**config.mk**
```make
export PLATFORM = sky130hd
export DESIGN_NAME = regfile_wb_arbiter
export DESIGN_NICKNAME = d
export VERILOG_FILES = /design/src/rtl/regfile_wb_arbiter_pkg.sv /design/src/rtl/regfile_wb_arbiter_rr_arbiter.sv /design/src/rtl/regfile_wb_arbiter.sv
export SDC_FILE = /design/constraint.sdc
export NUM_CORES = 1
export LEC_CHECK = 0
export ABC_AREA = 1
export CORE_MARGIN = 3
export CORE_UTILIZATION = 41
export DETAILED_ROUTE_END_ITERATION = 16
export GPL_TIMING_DRIVEN = 0
export PLACE_DENSITY = 0.86
export SYNTH_ARGS = -nofsm -noshare
export SYNTH_HDL_FRONTEND = slang
export SYNTH_SLANG_ARGS = --single-unit
export TNS_END_PERCENT = 20
```
**constraint.sdc**
```tcl
create_clock -name clk -period 4.9 [get_ports clk]
set_input_delay 0.98 -clock clk [delete_from_list [all_inputs] [get_ports clk]]
set_output_delay 0.98 -clock clk [all_outputs]
set_load 0.01 [all_outputs]
```
**src/rtl/regfile_wb_arbiter_pkg.sv**
```systemverilog
// Shared constants for the regfile writeback arbiter: requester indices and
// register-file bus constants.
package regfile_wb_arbiter_pkg;

  localparam int WB_NUM_REQ = 3;
  localparam int REG_XLEN   = 64;

  typedef enum logic [1:0] {
    WB_REQ_EXU = 2'd0,
    WB_REQ_LSU = 2'd1,
    WB_REQ_CSR = 2'd2
  } wb_req_e;

  localparam logic [REG_XLEN-1:0] ZERO_WORD        = 64'h0;
  localparam logic [4:0]          REGISTER_X0      = 5'd0;
  localparam logic                REG_WRITE_ENABLE = 1'b1;

endpackage

```
**src/rtl/regfile_wb_arbiter_rr_arbiter.sv**
```systemverilog
// Combinational round-robin arbiter: grants the first requester found scanning
// upward from rr_ptr and wrapping back to index 0.
module regfile_wb_arbiter_rr_arbiter #(
  parameter int NUM_REQ = 3,
  parameter int IDX_W   = 2
) (
  input  logic [NUM_REQ-1:0] req,
  input  logic [IDX_W-1:0]   rr_ptr,
  output logic [NUM_REQ-1:0] grant,
  output logic [IDX_W-1:0]   grant_idx
);

  logic found;

  // Two passes: indices at/after the pointer first, then the wrapped-around ones.
  always_comb begin
    grant     = '0;
    grant_idx = '0;
    found     = 1'b0;
    for (int j = 0; j < NUM_REQ; j++) begin
      if (!found && req[j] && (j >= int'(rr_ptr))) begin
        grant[j]  = 1'b1;
        grant_idx = IDX_W'(j);
        found     = 1'b1;
      end else begin
        found = found;
      end
    end
    for (int j = 0; j < NUM_REQ; j++) begin
      if (!found && req[j] && (j < int'(rr_ptr))) begin
        grant[j]  = 1'b1;
        grant_idx = IDX_W'(j);
        found     = 1'b1;
      end else begin
        found = found;
      end
    end
  end

endmodule

```
**src/rtl/regfile_wb_arbiter.sv**
```systemverilog
// Shares the regfile write port between EXU, LSU and CSR writeback sources with
// round-robin arbitration and a one-cycle registered write port.
module regfile_wb_arbiter
  import regfile_wb_arbiter_pkg::*;
#(
  parameter int NUM_REQ = WB_NUM_REQ,
  parameter int XLEN    = REG_XLEN,
  parameter int CNT_W   = 16
) (
  input  logic                    clk,
  input  logic                    rst,
  input  logic                    wb_hold,
  input  logic [NUM_REQ-1:0]      req_valid,
  output logic [NUM_REQ-1:0]      req_ready,
  input  logic [NUM_REQ*5-1:0]    req_addr,
  input  logic [NUM_REQ*XLEN-1:0] req_data,
  output logic                    register_write_enable,
  output logic [4:0]              register_write_addr,
  output logic [XLEN-1:0]         register_write_data,
  output logic [CNT_W-1:0]        conflict_cnt
);

  localparam int IDX_W = (NUM_REQ > 1) ? $clog2(NUM_REQ) : 1;

  logic [4:0]      addr_arr [NUM_REQ];
  logic [XLEN-1:0] data_arr [NUM_REQ];
  logic [IDX_W-1:0]   rr_ptr;
  logic [IDX_W-1:0]   grant_idx;
  logic [NUM_REQ-1:0] grant;
  logic [IDX_W:0]     n_valid;
  logic               transfer;
  logic               multi_valid;

  for (genvar gi = 0; gi < NUM_REQ; gi++) begin : g_unpack
    assign addr_arr[gi] = req_addr[5*gi +: 5];
    assign data_arr[gi] = req_data[XLEN*gi +: XLEN];
  end

  regfile_wb_arbiter_rr_arbiter #(
    .NUM_REQ (NUM_REQ),
    .IDX_W   (IDX_W)
  ) u_rr_arbiter (
    .req       (req_valid),
    .rr_ptr    (rr_ptr),
    .grant     (grant),
    .grant_idx (grant_idx)
  );

  // Readiness is masked during reset so nothing can complete in the reset cycle.
  assign req_ready = (rst || wb_hold) ? '0 : grant;
  assign transfer  = |req_ready;

  // Number of requesters asserting valid this cycle.
  always_comb begin
    n_valid = '0;
    for (int j = 0; j < NUM_REQ; j++) begin
      n_valid = n_valid + (IDX_W+1)'(req_valid[j]);
    end
  end

  assign multi_valid = (n_valid >= (IDX_W+1)'(2));

  // Round-robin pointer moves past the winner only when a transfer happens.
  always_ff @(posedge clk or posedge rst) begin
    if (rst) begin
      rr_ptr <= '0;
    end else if (transfer) begin
      rr_ptr <= (grant_idx == IDX_W'(NUM_REQ-1)) ? '0 : grant_idx + IDX_W'(1);
    end
  end

  // Output register; an x0 destination is accepted but never enables the write.
  always_ff @(posedge clk or posedge rst) begin
    if (rst) begin
      register_write_enable <= 1'b0;
      register_write_addr   <= REGISTER_X0;
      register_write_data   <= XLEN'(ZERO_WORD);
    end else if (transfer) begin
      register_write_enable <= (addr_arr[grant_idx] != REGISTER_X0) ? REG_WRITE_ENABLE : 1'b0;
      register_write_addr   <= addr_arr[grant_idx];
      register_write_data   <= data_arr[grant_idx];
    end else begin
      register_write_enable <= 1'b0;
    end
  end

  // Saturating count of contended cycles.
  always_ff @(posedge clk or posedge rst) begin
    if (rst) begin
      conflict_cnt <= '0;
    end else if (multi_valid && !wb_hold && (conflict_cnt != {CNT_W{1'b1}})) begin
      conflict_cnt <= conflict_cnt + CNT_W'(1);
    end
  end

endmodule
```
==> flow_metrics.tcl <==
set metrics [dict create \
    routedWlPerCell_um 16.5 \
    cts_tree "done" \
    r2r-start "rr_ptr[1]$_DFFE_PP0P_" \
    core_um2 12100 \
    hold_start "conflict_cnt[14]$_DFFE_PP0P_" \
    yosys.area_share.simple 0.391 \
    yosys_warnings 0 \
    synth_compound_gate_area_share 0.0826 \
    p_per_area_nw_per_um2 462 \
    dr.pass1.iters 5 \
    grt_pass1_vias 6253 \
    synthCells 735 \
    antenna_found_initial 0 \
    ff2ff_setup_slack_ns 2.71 \
    hold_depth 1 \
    r2r_cells 9 \
    synth_top_area_share 0.430 \
    post-place-ws_ns 0.598 \
    hold_path.class "flip-flop to flip-flop" \
    finalCriticalPeriod_ns 4.30 \
    status "complete, no violations" \
    synth_top_family_by_area "simple AND/OR/NAND/NOR gates" \
    drive_gt1_frac 0.0437 \
    die_y_um 118 \
    portBuffers 301 \
    std_cell_rows 40 \
    nNetsFinal 1263 \
    io_pins 302 \
    cp-end-kind "output port" \
    fin_cells 1222 \
    cp_max_fo 10 \
    start_kind "input port" \
    synthAdderAreaFrac 0.00489 \
    syn-cell-area_um2 5120 \
    cts_sinks 88 \
    fp.dieArea_um2 13900 \
    clock_latency_ns 0.34 \
    h-tree-depth 3 \
    ant_nets 0 \
    cts-resized-gates 0 \
    vias 6211 \
    r2r_end "register_write_data[62]$_DFFE_PP0P_" \
    synth-seq-area-share 0.430 \
    vias_per_cell 5.08 \
    clock.fmax_ghz 0.233 \
    dieWidth_um 118 \
    clkTransAtPathRegs_ns 0.07 \
    grt_max_degree 68 \
    final_area_um2 8660 \
    cp.arrival_ns 3.32 \
    maxCapViolCount 0 \
    relSlewSlack 0.578 \
    grt_pass1_wl_mm 32.2 \
    finalMaxSlewViolations 0 \
    synth_xor_area_frac 0.0257 \
    peakVddDrop_uv 226 \
    period_share 0.878 \
    dp_hpwl_mm 16.0 \
    hold_end "conflict_cnt[14]$_DFFE_PP0P_" \
    cp.required_ns 3.92 \
    clock_path_buffers 2 \
    dpl_cell_area_um2 8370 \
    grt-ovfl-total 0 \
    p_total_mw 4.00 \
    ys_types 29 \
    drt-initial-drc-count 326 \
    cts_root_buf "clkbuf_16" \
    globalRouteTotalUtil 0.289 \
    cts_setup_buffers 0 \
    final_common_cell "nand2_1" \
    initial_utilization 0.423 \
    gp_congestion 0.866 \
    placed_cells 1205 \
    syn-num-nets 950 \
    drt_wl_total_mm 20.1 \
    setup_viol 0 \
    yosys.area.top_type "dfrtp_1" \
    setup_ws_ns 0.599 \
    final_util 0.715 \
    drcViolationCount 0 \
    tightest_slew_ns 0.633 \
    rsz0062_at_grt "false" \
    holdWs_ns 0.506 \
    hold_buffers 0 \
    ys_seq_elements 88 \
    tns_ns 0 \
    synth_area_leaders "dfrtp_1 43%, nand2_1 24%, nand3_1 4.5%" \
    p_leak_nw 3.89 \
    fin_skew_ns 0.00387 \
    critical_path_class "input port to output port" \
    syn_area_per_cell_um2 6.97 \
    syn_to_final_growth_pct 69.1 \
    layout_common_cells "326 x nand2_1, 301 x clkdlybuf4s50_1, 88 x dfrtp_1" \
    muxShareOfSynthArea 0.00220 \
    hold_viol_final 0 \
    numCtsBuffers 9 \
]
cell families (layout without fill, tap and decap cells):
| family | Yosys count | after routing |
|---|---|---|
| simple gates | 478 | 478 |
| flops | 88 | 88 |
| buf+inv | 76 | 394 |
| compound gates | 75 | 75 |
| xor+xnor | 15 | 15 |
| fa+ha+maj | 2 | 2 |
| mux | 1 | 1 |
| other cells | 0 | 1 |
Yosys cell counts:
cell type	count
nor4_1	1
a31oi_1	35
nor2_1	58
buf_4	2
nor2_4	1
nand3_4	1
nand3_2	1
buf_1	1
dfrtp_1	88
buf_2	12
mux2_2	1
a21oi_1	35
nand2_1	326
nand3_1	46
o21ai_0	4
nand4_1	36
inv_1	25
xnor2_1	6
xor2_1	9
nand2_4	1
nand2_2	3
a31o_1	1
nand3b_1	4
buf_6	2
ha_1	2
clkinv_1	1
inv_2	3
clkbuf_1	29
inv_4	1
registers in the layout, indices dropped and copies added (netlist names):
register and flops:
conflict_cnt 16, register_write_addr 5, register_write_data 64, register_write_enable 1, rr_ptr 2
report_power, final:
part           internal, mW  switching [mW]  total, mW  leakage (nW)
combinational          1.04            1.07       2.11          2.70
clock                 0.348           0.307      0.655         0.132
sequential             1.04           0.197       1.23          1.06
total                  2.43            1.57       4.00          3.89
worst max path at each step:
stage,from,slack [ns],end,cells after the start
4_1_cts,req_valid[0],0.60,req_ready[2],10
2_1_floorplan,rst,1.64,conflict_cnt[0]$_DFFE_PP0P_,1
3_3_place_gp,rst,0.09,register_write_data[36]$_DFFE_PP0P_,2
6_report,req_valid[0],0.60,req_ready[2],10
5_1_grt,req_valid[0],0.41,req_ready[2],10
3_5_place_dp,req_valid[0],0.60,req_ready[2],10
critical path, cell delays in order:
cell and delay (ns):
clkdlybuf4s50_1 0.55, inv_1 0.08, nand3_1 0.07, inv_1 0.04, nand3_1 0.18, nand2_2 0.22, nand2_2 0.23, clkbuf_1 0.40
inv_1 0.08, clkdlybuf4s50_1 0.50
metal layers:
metal | track usage | routed length (um) | up-vias
li1 | - | - | 3026
met1 | 0.330 | 7820 | 2881
met2 | 0.520 | 10200 | 268
met3 | 0.0812 | 1610 | 36
met4 | 0.0930 | 501 | 0
met5 | 0 | 0 | -
area by class of cell:
type	count	area, um^2
Fill cell	1021	3450
Timing Repair Buffer	302	3040
Multi-Input combinational cell	571	2590
Sequential cell	88	2200
Clock buffer	9	225
Buffer	46	210
Tap cell	168	210
Inverter	30	118
Clock inverter	7	58.8
Antenna cell	1	2.50
Power figures use the tool's default switching activity.
